[config.mk]
export PLATFORM = sky130hd
export DESIGN_NAME = fmul_round_pack_flat
export DESIGN_NICKNAME = d
export VERILOG_FILES = /design/src/rtl/fmul_pkg.sv /design/src/rtl/fmul_round_pack_if.sv /design/src/rtl/fmul_out_fifo.sv /design/src/rtl/fmul_round_pack.sv /design/src/flat_wrapper.sv
export SDC_FILE = /design/constraint.sdc
export NUM_CORES = 1
export LEC_CHECK = 0
export CAP_MARGIN = 20
export CORE_MARGIN = 3
export CORE_UTILIZATION = 25
export CTS_BUF_LIST = sky130_fd_sc_hd__clkbuf_2 sky130_fd_sc_hd__clkbuf_4 sky130_fd_sc_hd__clkbuf_8
export CTS_CLUSTER_DIAMETER = 50
export DETAILED_ROUTE_END_ITERATION = 8
export DONT_BUFFER_PORTS = 1
export SYNTH_ARGS = -nofsm -noshare
export SYNTH_HDL_FRONTEND = slang
export SYNTH_SLANG_ARGS = --single-unit
[constraint.sdc]
create_clock -name iCLOCK -period 5.3 [get_ports iCLOCK]
set_clock_uncertainty 0.05 [all_clocks]
set_input_delay 1.06 -clock iCLOCK [delete_from_list [all_inputs] [get_ports iCLOCK]]
set_output_delay 1.06 -clock iCLOCK [all_outputs]
set_load 0.02 [all_outputs]
[src/rtl/fmul_pkg.sv]
// Shared types and special-value encodings for the floating-point multiplier
// round/pack stage.
package fmul_pkg;

    typedef enum logic [2:0] {
        FINITE = 3'b000,
        ZERO   = 3'b001,
        INF    = 3'b010,
        QNAN   = 3'b011,
        SNAN   = 3'b100
    } fmul_class_e;

    typedef struct packed {
        logic invalid;
        logic overflow;
        logic underflow;
        logic inexact;
    } fmul_flags_t;

    // Encoding of qNaN/inf/zero, right-aligned in 64 bits; callers size-cast to their format.
    function automatic logic [63:0] special_enc(input int exp_w, input int fract_w,
                                                input fmul_class_e kind, input logic sign);
        logic [63:0] enc;
        enc = 64'(sign) << (exp_w + fract_w);
        if (kind != ZERO)
            enc = enc | (((64'd1 << exp_w) - 64'd1) << fract_w);
        if (kind == QNAN)
            enc = enc | (64'd1 << (fract_w - 1));
        return enc;
    endfunction

endpackage

[src/rtl/fmul_round_pack_if.sv]
// Upstream product bus and downstream result bus of the round/pack stage.
interface fmul_round_pack_if #(
    parameter int P_EXP_W   = 8,
    parameter int P_FRACT_W = 23
) ();

    logic                         iDATA_VALID;
    logic                         oDATA_BUSY;
    logic                         iDATA_SIGN;
    logic [P_EXP_W+1:0]           iDATA_EXP;
    logic [P_FRACT_W+2:0]         iDATA_MANT;
    logic [2:0]                   iDATA_CLASS_A;
    logic [2:0]                   iDATA_CLASS_B;
    logic                         oDATA_VALID;
    logic                         iDATA_BUSY;
    logic [P_EXP_W+P_FRACT_W:0]   oDATA;
    logic [3:0]                   oFLAGS;

    modport slave (
        input  iDATA_VALID, iDATA_SIGN, iDATA_EXP, iDATA_MANT,
        input  iDATA_CLASS_A, iDATA_CLASS_B, iDATA_BUSY,
        output oDATA_BUSY, oDATA_VALID, oDATA, oFLAGS
    );

    modport master (
        output iDATA_VALID, iDATA_SIGN, iDATA_EXP, iDATA_MANT,
        output iDATA_CLASS_A, iDATA_CLASS_B, iDATA_BUSY,
        input  oDATA_BUSY, oDATA_VALID, oDATA, oFLAGS
    );

endinterface

[src/rtl/fmul_out_fifo.sv]
// In-order result buffer with synchronous push/pop, any depth >= 2, and
// both asynchronous and synchronous clear.
module fmul_out_fifo #(
    parameter int P_WIDTH = 8,
    parameter int P_DEPTH = 2
) (
    input  logic                           iCLOCK,
    input  logic                           inRESET,
    input  logic                           iRESET_SYNC,
    input  logic                           push,
    input  logic [P_WIDTH-1:0]             push_data,
    input  logic                           pop,
    output logic [P_WIDTH-1:0]             head_data,
    output logic [$clog2(P_DEPTH+1)-1:0]   count
);

    localparam int PTR_W = (P_DEPTH > 1) ? $clog2(P_DEPTH) : 1;

    logic [P_WIDTH-1:0] mem [P_DEPTH];
    logic [PTR_W-1:0]   wr_ptr;
    logic [PTR_W-1:0]   rd_ptr;

    // Explicit wrap so non-power-of-two depths work.
    function automatic logic [PTR_W-1:0] ptr_next(input logic [PTR_W-1:0] p);
        return (p == PTR_W'(P_DEPTH - 1)) ? '0 : p + 1'b1;
    endfunction

    always_ff @(posedge iCLOCK or negedge inRESET) begin
        if (!inRESET) begin
            wr_ptr <= '0;
            rd_ptr <= '0;
            count  <= '0;
            for (int i = 0; i < P_DEPTH; i++) mem[i] <= '0;
        end else if (iRESET_SYNC) begin
            wr_ptr <= '0;
            rd_ptr <= '0;
            count  <= '0;
            for (int i = 0; i < P_DEPTH; i++) mem[i] <= '0;
        end else begin
            if (push) begin
                mem[wr_ptr] <= push_data;
                wr_ptr      <= ptr_next(wr_ptr);
            end
            if (pop)
                rd_ptr <= ptr_next(rd_ptr);
            if (push && !pop)
                count <= count + 1'b1;
            else if (pop && !push)
                count <= count - 1'b1;
        end
    end

    assign head_data = mem[rd_ptr];

endmodule

[src/rtl/fmul_round_pack.sv]
// Final multiplier stage: round-to-nearest-even, special-case resolution,
// exception flags, and an output FIFO with registered upstream busy.
module fmul_round_pack
    import fmul_pkg::*;
#(
    parameter int P_EXP_W      = 8,
    parameter int P_FRACT_W    = 23,
    parameter int P_FIFO_DEPTH = 2
) (
    input  logic           iCLOCK,
    input  logic           inRESET,
    input  logic           iRESET_SYNC,
    fmul_round_pack_if.slave bus
);

    localparam int DATA_W = 1 + P_EXP_W + P_FRACT_W;
    localparam int EXT_W  = P_EXP_W + 3;
    localparam int CNT_W  = $clog2(P_FIFO_DEPTH + 1);
    localparam int OCC_W  = CNT_W + 2;
    localparam logic signed [EXT_W-1:0] EXP_MAX = EXT_W'((1 << P_EXP_W) - 1);

    logic                   accept;
    logic                   in_valid, in_sign;
    logic [P_EXP_W+1:0]     in_exp;
    logic [P_FRACT_W+2:0]   in_mant;
    logic [2:0]             in_class_a, in_class_b;

    logic                   r_valid;
    logic [DATA_W-1:0]      r_data, res_data;
    fmul_flags_t            r_flags, res_flags;

    logic [DATA_W+3:0]      head;
    logic [CNT_W-1:0]       fifo_count;
    logic                   fifo_pop;
    logic [OCC_W-1:0]       occ;

    // Every accepted beat still in flight is counted, so the FIFO always has room when it lands.
    assign occ          = OCC_W'(fifo_count) + OCC_W'(in_valid) + OCC_W'(r_valid);
    assign bus.oDATA_BUSY = (occ >= OCC_W'(P_FIFO_DEPTH));
    assign accept       = bus.iDATA_VALID && !bus.oDATA_BUSY;

    always_ff @(posedge iCLOCK or negedge inRESET) begin
        if (!inRESET) begin
            in_valid <= 1'b0;
            in_sign <= 1'b0; in_exp <= '0; in_mant <= '0; in_class_a <= '0; in_class_b <= '0;
        end else if (iRESET_SYNC) begin
            in_valid <= 1'b0;
            in_sign <= 1'b0; in_exp <= '0; in_mant <= '0; in_class_a <= '0; in_class_b <= '0;
        end else begin
            in_valid <= accept;
            if (accept) begin
                in_sign    <= bus.iDATA_SIGN;
                in_exp     <= bus.iDATA_EXP;
                in_mant    <= bus.iDATA_MANT;
                in_class_a <= bus.iDATA_CLASS_A;
                in_class_b <= bus.iDATA_CLASS_B;
            end
        end
    end

    logic [P_FRACT_W:0]     sig;
    logic                   inc;
    logic [P_FRACT_W+1:0]   m;
    logic signed [EXT_W-1:0] e_rnd;
    logic                   any_snan, any_qnan, any_inf, any_zero;

    always_comb begin
        sig   = in_mant[P_FRACT_W+2:2];
        inc   = in_mant[1] & (in_mant[0] | sig[0]);
        m     = {1'b0, sig} + {{(P_FRACT_W+1){1'b0}}, inc};
        e_rnd = $signed({in_exp[P_EXP_W+1], in_exp}) + $signed({{(EXT_W-1){1'b0}}, m[P_FRACT_W+1]});

        any_snan = (in_class_a == SNAN) || (in_class_b == SNAN);
        any_qnan = (in_class_a == QNAN) || (in_class_b == QNAN);
        any_inf  = (in_class_a == INF)  || (in_class_b == INF);
        any_zero = (in_class_a == ZERO) || (in_class_b == ZERO);

        res_flags = '0;
        res_data  = {in_sign, e_rnd[P_EXP_W-1:0], (m[P_FRACT_W+1] ? {P_FRACT_W{1'b0}} : m[P_FRACT_W-1:0])};

        if (any_snan) begin
            res_data          = DATA_W'(special_enc(P_EXP_W, P_FRACT_W, QNAN, in_sign));
            res_flags.invalid = 1'b1;
        end else if (any_qnan) begin
            res_data = DATA_W'(special_enc(P_EXP_W, P_FRACT_W, QNAN, in_sign));
        end else if (any_inf && any_zero) begin
            res_data          = DATA_W'(special_enc(P_EXP_W, P_FRACT_W, QNAN, in_sign));
            res_flags.invalid = 1'b1;
        end else if (any_inf) begin
            res_data = DATA_W'(special_enc(P_EXP_W, P_FRACT_W, INF, in_sign));
        end else if (any_zero) begin
            res_data = DATA_W'(special_enc(P_EXP_W, P_FRACT_W, ZERO, in_sign));
        end else begin
            res_flags.inexact = in_mant[1] | in_mant[0];
            if (!e_rnd[EXT_W-1] && (e_rnd >= EXP_MAX)) begin
                res_data           = DATA_W'(special_enc(P_EXP_W, P_FRACT_W, INF, in_sign));
                res_flags.overflow = 1'b1;
                res_flags.inexact  = 1'b1;
            end else if (e_rnd[EXT_W-1] || (e_rnd == '0)) begin
                res_data            = DATA_W'(special_enc(P_EXP_W, P_FRACT_W, ZERO, in_sign));
                res_flags.underflow = 1'b1;
                res_flags.inexact   = 1'b1;
            end
        end
    end

    always_ff @(posedge iCLOCK or negedge inRESET) begin
        if (!inRESET) begin
            r_valid <= 1'b0; r_data <= '0; r_flags <= '0;
        end else if (iRESET_SYNC) begin
            r_valid <= 1'b0; r_data <= '0; r_flags <= '0;
        end else begin
            r_valid <= in_valid;
            if (in_valid) begin
                r_data  <= res_data;
                r_flags <= res_flags;
            end
        end
    end

    assign bus.oDATA_VALID = (fifo_count != '0);
    assign fifo_pop        = bus.oDATA_VALID && !bus.iDATA_BUSY;

    fmul_out_fifo #(
        .P_WIDTH (DATA_W + 4),
        .P_DEPTH (P_FIFO_DEPTH)
    ) u_fifo (
        .iCLOCK      (iCLOCK),
        .inRESET     (inRESET),
        .iRESET_SYNC (iRESET_SYNC),
        .push        (r_valid),
        .push_data   ({r_flags, r_data}),
        .pop         (fifo_pop),
        .head_data   (head),
        .count       (fifo_count)
    );

    assign bus.oDATA  = head[DATA_W-1:0];
    assign bus.oFLAGS = head[DATA_W+3:DATA_W];

endmodule

[src/flat_wrapper.sv]
// flat-port wrapper written by rule: the top's interface ports become plain ports
module fmul_round_pack_flat import fmul_pkg::*;
#(
    parameter int P_EXP_W      = 8,
    parameter int P_FRACT_W    = 23,
    parameter int P_FIFO_DEPTH = 2
)
  (iCLOCK, inRESET, iRESET_SYNC, bus_iDATA_VALID, bus_iDATA_SIGN, bus_iDATA_EXP, bus_iDATA_MANT, bus_iDATA_CLASS_A, bus_iDATA_CLASS_B, bus_iDATA_BUSY, bus_oDATA_BUSY, bus_oDATA_VALID, bus_oDATA, bus_oFLAGS);
  fmul_round_pack_if #(.P_EXP_W(P_EXP_W), .P_FRACT_W(P_FRACT_W)) bus_i ();
  input  logic iCLOCK;
  input  logic inRESET;
  input  logic iRESET_SYNC;
  input wire logic [$bits(bus_i.iDATA_VALID)-1:0] bus_iDATA_VALID;
  input wire logic [$bits(bus_i.iDATA_SIGN)-1:0] bus_iDATA_SIGN;
  input wire logic [$bits(bus_i.iDATA_EXP)-1:0] bus_iDATA_EXP;
  input wire logic [$bits(bus_i.iDATA_MANT)-1:0] bus_iDATA_MANT;
  input wire logic [$bits(bus_i.iDATA_CLASS_A)-1:0] bus_iDATA_CLASS_A;
  input wire logic [$bits(bus_i.iDATA_CLASS_B)-1:0] bus_iDATA_CLASS_B;
  input wire logic [$bits(bus_i.iDATA_BUSY)-1:0] bus_iDATA_BUSY;
  output wire logic [$bits(bus_i.oDATA_BUSY)-1:0] bus_oDATA_BUSY;
  output wire logic [$bits(bus_i.oDATA_VALID)-1:0] bus_oDATA_VALID;
  output wire logic [$bits(bus_i.oDATA)-1:0] bus_oDATA;
  output wire logic [$bits(bus_i.oFLAGS)-1:0] bus_oFLAGS;
  assign bus_i.iDATA_VALID = bus_iDATA_VALID;
  assign bus_i.iDATA_SIGN = bus_iDATA_SIGN;
  assign bus_i.iDATA_EXP = bus_iDATA_EXP;
  assign bus_i.iDATA_MANT = bus_iDATA_MANT;
  assign bus_i.iDATA_CLASS_A = bus_iDATA_CLASS_A;
  assign bus_i.iDATA_CLASS_B = bus_iDATA_CLASS_B;
  assign bus_i.iDATA_BUSY = bus_iDATA_BUSY;
  assign bus_oDATA_BUSY = bus_i.oDATA_BUSY;
  assign bus_oDATA_VALID = bus_i.oDATA_VALID;
  assign bus_oDATA = bus_i.oDATA;
  assign bus_oFLAGS = bus_i.oFLAGS;
  fmul_round_pack #(.P_EXP_W(P_EXP_W), .P_FRACT_W(P_FRACT_W), .P_FIFO_DEPTH(P_FIFO_DEPTH)) u_core (.iCLOCK(iCLOCK), .inRESET(inRESET), .iRESET_SYNC(iRESET_SYNC), .bus(bus_i));
endmodule
Word-level counts from Yosys, hierarchy flattened
Cells that the tools add are included.
- output and inout bits: 38
- register bits: 157
- equality and inequality tests: 8
- bitwise logic cells: 5
- reduce and logical (&&, ||, !) cells: 24
- muxes and demuxes: 52
- $add $sub $neg: 8
- magnitude comparators: 5
- operator list (operator ; number):
    2-to-1 mux 31 bit ; 7
    2-to-1 mux 36 bit ; 4
    2-to-1 mux 72 bit ; 2
    bitwise mux 72 bit ; 1
    2-to-1 mux 32 bit ; 2
    2-to-1 mux 26 bit ; 2
    demux 36 bit (select 1 bit) ; 1
    adder 24 x 1 -> 25 bit ; 1
    2-to-1 mux 3 bit ; 8
    2-to-1 mux 23 bit ; 1
    2-to-1 mux 10 bit ; 2
    2-to-1 mux 1 bit ; 15
    equality test 3 x 2 -> 1 bit (second input constant) ; 4
    2-to-1 mux 4 bit ; 3
    adder 10 x 2 -> 11 bit ; 1
    >= comparator 11 x 9 -> 1 bit (second input constant) ; 1
    zero test 11 bit ; 1
    nonzero test 2 bit ; 5
    2-to-1 mux 2 bit ; 4
    logical AND 1 bit ; 7
    equality test 3 x 1 -> 1 bit (second input constant) ; 2
    equality test 3 bit (second input constant) ; 2
    zero test 1 bit ; 5
    logical OR 1 bit ; 5
    12 further kinds ; 16

Depth between registers and ports, before layout
- depth after elaboration: 15
- mapped depth: 15
- mapped depth without buffers: 13

Hierarchy
A second synthesis with hierarchy kept.
- cells, all modules: 882
- area total of the unflattened synthesis: 8144.1 um^2
- by module, submodules not included (module ; cells each ; area an instance (um^2) ; sequential area each (um^2) ; instances):
    fmul_round_pack ; 510 ; 4629.4 ; 2026.9 ; 1
    fmul_out_fifo ; 372 ; 3514.6 ; 1901.8 ; 1

Worst setup path before layout
No wires, ideal clock.
- path kind: reg2reg
- start: register u_core.in_mant[0]
- end: register u_core.r_data[29]
- arrival time: 3.221 ns
- setup slack: 1.903 ns
- data required time: 5.124 ns
- stages on the path, launching flop included: 15
- period minus slack after synthesis: 3.397 ns
- cell sequence: dfrtp_1 -> o21a_1 -> ha_1 -> ha_1 -> clkbuf_1 -> and3_1 -> and4_1 -> and3_1 -> ha_1 -> nand4_2 -> or4b_1 -> nand3_1 -> o21a_4 -> o22ai_2 -> a221o_1
- longest elaborated chain between the ends: 15
- elaborated cells on any way between the ends: 18
- those cells by class: 2 x add/sub; 1 x order compare; 9 x mux; 2 x bitwise; 4 x reduce/logical
- ends and longest elaborated chain (what ; RTL line ; text):
    from (decl) ; fmul_round_pack.sv:25 ; logic [P_FRACT_W+2:0] in_mant;
    from (signal assigned) ; fmul_round_pack.sv:54 ; in_mant <= bus.iDATA_MANT;
    OR 1 bit * ; fmul_round_pack.sv:69 ; inc = in_mant[1] & (in_mant[0] | sig[0]);
    AND 1 bit * ; fmul_round_pack.sv:69 ;
    adder 24 x 1 -> 25 bit * ; fmul_round_pack.sv:70 ; m = {1'b0, sig} + {{(P_FRACT_W+1){1'b0}}, inc};
    adder 10 x 2 -> 11 bit * ; fmul_round_pack.sv:71 ; e_rnd = $signed({in_exp[P_EXP_W+1], in_exp}) + $signed({{(EXT_W-1){1'b0}}, m[P_FRACT_W+1]});
    branches (longest 3 deep; another with >= comparator 11 x 9 -> 1 bit) ; n/a ;
    2-to-1 mux 31 bit * ; fmul_round_pack.sv:95 ; if (!e_rnd[EXT_W-1] && (e_rnd >= EXP_MAX)) begin
    2-to-1 mux 31 bit * ; fmul_round_pack.sv:91 ; end else if (any_zero) begin
    2-to-1 mux 31 bit * ; fmul_round_pack.sv:89 ; end else if (any_inf) begin
    2-to-1 mux 31 bit * ; fmul_round_pack.sv:86 ; end else if (any_inf && any_zero) begin
    2-to-1 mux 31 bit * ; fmul_round_pack.sv:84 ; end else if (any_qnan) begin
    2-to-1 mux 31 bit * ; fmul_round_pack.sv:81 ; if (any_snan) begin
    2-to-1 mux 32 bit * ; fmul_round_pack.sv:114 ; if (in_valid) begin
    2-to-1 mux 32 bit * ; fmul_round_pack.sv:110 ; end else if (iRESET_SYNC) begin
    to (signal assigned) ; fmul_round_pack.sv:115 ; r_data <= res_data;
    to (decl) ; fmul_round_pack.sv:29 ; logic [DATA_W-1:0] r_data, res_data;
Every way passes the cells marked *. The select of a mux whose other input is x is not followed.
A chain may end at the register's enable or synchronous reset.

Final worst setup path
- start: register u_core.in_mant[1]
- end: register u_core.r_data[3]
- longest elaborated chain between the ends: 14
- elaborated cells on any way between the ends: 18
- those cells by class: 2 x add/sub; 1 x order compare; 10 x mux; 1 x bitwise; 4 x reduce/logical
- ends and longest elaborated chain (what ; RTL line):
    AND 1 bit * ; fmul_round_pack.sv:69
    adder 24 x 1 -> 25 bit * ; fmul_round_pack.sv:70
    branches (longest 4 deep; another with adder 10 x 2 -> 11 bit) ; n/a
    2-to-1 mux 31 bit * ; fmul_round_pack.sv:95
    2-to-1 mux 31 bit * ; fmul_round_pack.sv:91
    2-to-1 mux 31 bit * ; fmul_round_pack.sv:89
    2-to-1 mux 31 bit * ; fmul_round_pack.sv:86
    2-to-1 mux 31 bit * ; fmul_round_pack.sv:84
    2-to-1 mux 31 bit * ; fmul_round_pack.sv:81
    2-to-1 mux 32 bit * ; fmul_round_pack.sv:114
    2-to-1 mux 32 bit * ; fmul_round_pack.sv:110
Marked as above.

==> metrics.yaml <==
clocking:
  cts_hold_buf: 0
  cts_buffer_depth: 2
  cts_tree: "built"
  path_clk_slew_ns: 0.10
  cts.sinks: 157
  cts_resized: 0
  clock-root-buffer: "clkbuf_8"
  post_cts_buffers: 0
  cts_made_buffers: 17
  htree_levels: 4
  clock_latency_ns: 0.46
timing:
  maxSlewViolCount: 0
  slew_headroom_pct: 65.4
  fin_crit_ns: 3.95
  clock.fmax_mhz: 253
  tns_ns: 0
  hold_viol_final: 0
  finalSetupViolCount: 0
  rsz0062_at_grt: "false"
  worst_slew_pin_slew_ns: 0.519
  min_period_over_period_pct: 74.6
die:
  die_h_microns: 175
  io_pins: 86
  fp-row-count: 61
  die_area_sq_um: 30600
  initial_utilization_pct: 25.5
  fp.coreArea_sq_um: 28000
  dieWidth_microns: 175
routing:
  routedWlPerCell_microns: 17.5
  dr.first_iter.drc_count: 309
  drc_errors: 0
  vias_per_cell: 4.76
  totalWireLength_mm: 17.1
  vias: 4647
  firstDrtPassIters: 5
  ant_nets: 0
setup_path:
  endpoint_kind: "flip-flop"
  critPathLaunchType: "flip-flop"
  worstPathRequired_ns: 5.62
  path_max_fanout: 22
  critPathKind: "flip-flop to flip-flop"
  r2r_slack_ns: 1.35
  worstPathArrival_ns: 4.28
  reg2reg_depth: 13
worst_hold_path:
  hp-class: "primary input to asynchronous set/reset pin"
power:
  intPower_mw: 1.69
  ir_drop_mv: 0.142
  seqPwrFrac_pct: 54.7
  power_leakage_nw: 3.55
  p_switching_uw: 647
  clock_power_share_pct: 39.0
  powerDensity_nw_per_um2: 293
  p_comb_share_pct: 6.3
  switching_share_pct: 27.7
  power_mw: 2.34
layout:
  drive_gt1_share_pct: 18.5
  multi_input_area_sq_um: 3050
  final_util_pct: 28.4
  num_antenna_cells: 0
  mostFrequentLayoutCell: "dfrtp_1"
  synthToLayoutAreaGrowth_pct: 11.5
  mostFrequentLayoutCells: "dfrtp_1, a22o_1, nand2_1, mux2_2, nor2_1"
  n_fill_cell: 2922
  final_nets: 641
  regArea_sq_um: 3930
synth:
  synth-async-reset-ratio_pct: 100
  synthCells: 597
  synth_edf_count: 0
  syn_avg_cell_area_sq_um: 12.0
  ys_warn_count: 0
  yosysTopAreaCellShare_pct: 55.0
  ys_seq_area_share_pct: 55.0
  syn-num-nets: 652
  ys_seq_elements: 157
  synthDominantAreaCellType: "dfrtp_1"
  yosys-top-cells-area: "dfrtp_1, a22o_1, mux2_2"
  synth_top_flop_cell: "dfrtp_1"
  synth_cell_types: 51
  syn-cell-area_sq_um: 7140
place:
  hpwl_mm: 11.7
  io_buffers: 0
  gp_congestion: 0.826
run_status:
  status: "finished, final reports clean"
global_routing:
  antenna_found_initial: 0
  gr-total-overflow: 0
  grt_max_degree: 158
  globalRouteTotalUtil_pct: 11.3
  grt_pass1_wl_mm: 27.1
  grt_pass1_vias: 4454
flow_run:
  cap_viol_max_count: 0
-- power groups by stage --
stage,clock (mW),sequential [mW],combinational [mW]
3_3_place_gp,0,1.30,0.146
6_report,0.912,1.28,0.147
3_5_place_dp,0,1.30,0.147
5_1_grt,0.994,1.28,0.164
2_1_floorplan,0,1.28,0.127
4_1_cts,0.932,1.28,0.148
-- state kept, by name, indices dropped and copies added (netlist names) --
| register | cells |
|---|---|
| u_core.in_class_a | 3 |
| u_core.in_class_b | 3 |
| u_core.in_exp | 10 |
| u_core.in_mant | 26 |
| u_core.in_sign | 1 |
| u_core.in_valid | 1 |
| u_core.r_data | 32 |
| u_core.r_flags | 4 |
| u_core.r_valid | 1 |
| u_core.u_fifo.count | 2 |
| u_core.u_fifo.mem | 72 |
| u_core.u_fifo.rd_ptr | 1 |
| u_core.u_fifo.wr_ptr | 1 |
-- cells in the mapped netlist, types with 3 or more instances --
library cell / instances
a211oi_1: 4
a21oi_1: 11
a221o_1: 6
a22o_1: 116
and2_1: 3
and3_1: 10
and4_1: 3
clkbuf_1: 32
dfrtp_1: 157
ha_1: 6
inv_1: 9
mux2_2: 37
nand2_1: 37
nand2b_1: 5
nand3_1: 17
nand4_1: 11
nor2_1: 32
nor3b_1: 4
o21a_1: 3
o21ai_0: 8
o21ai_2: 20
xnor2_1: 14
xor2_1: 16
-- critical path, cell delays in order, from the launching register on --
cell and delay [ns]:
dfrtp_1 0.39, o21a_1 0.13, ha_1 0.23, ha_1 0.31, and3_1 0.28, and4_1 0.25, and3_1 0.19, ha_1 0.28
nand4_2 0.18, o31ai_2 0.32, nand2_1 0.15, nor2_2 0.33, nand4_4 0.47, o21ai_0 0.30
-- worst paths after layout --
kind / start / endpoint
setup reg to reg: u_core.in_mant[1] / u_core.r_data[3]
min in group iCLOCK: u_core.u_fifo.mem[18] / u_core.u_fifo.mem[18]
hold / removal: inRESET / u_core.u_fifo.mem[42]
max in group asynchronous: inRESET / u_core.u_fifo.mem[37]
hold reg to reg: u_core.u_fifo.mem[18] / u_core.u_fifo.mem[18]
setup / recovery: u_core.in_mant[1] / u_core.r_data[3]
-- layer usage --
metal	GRT usage (%)	share of wire, %	wire [microns]	vias to the layer above
met5	0	0	0	-
met4	3.66	1.3	228	0
met3	3.93	6.1	1040	16
met2	14.7	42	7170	96
met1	17.2	51	8630	2316
li1	-	-	-	2219
-- layout make-up --
cell class | count | share of cell area (%)
clock buffers | 17 | 2.94
clock inverters | 15 | 2.20
inverters | 9 | 0.424
multi-input cells | 393 | 38.2
flip-flops and latches | 157 | 49.3
well taps | 378 | 5.94
repair buffers | 8 | 0.911
-- cell families (layout without fill, tap and decap cells) --
family	count (synthesis)	in the layout	share of synthesized area, %
xor gates and xnor gates	30	30	3.68
adders and majority gates	7	7	1.33
muxes	38	38	5.97
AOI/OAI and AO/OA	181	181	21.2
DFF	157	157	55.0
buffers and inverters	47	49	2.82
and+or+nand+nor	137	137	9.97
-- through the flow --
stage	cells	setup WS (ns)	cell area [sq um]	hold slack, ns
floorplan	597	1.90	7140	0.416
global placement	944	1.43	7530	0.432
detailed placement	944	1.32	7530	0.438
CTS	976	1.29	7940	0.203
global route	977	0.887	7960	0.199
finish	977	1.35	7960	0.236
Power figures use the tool's default switching activity.
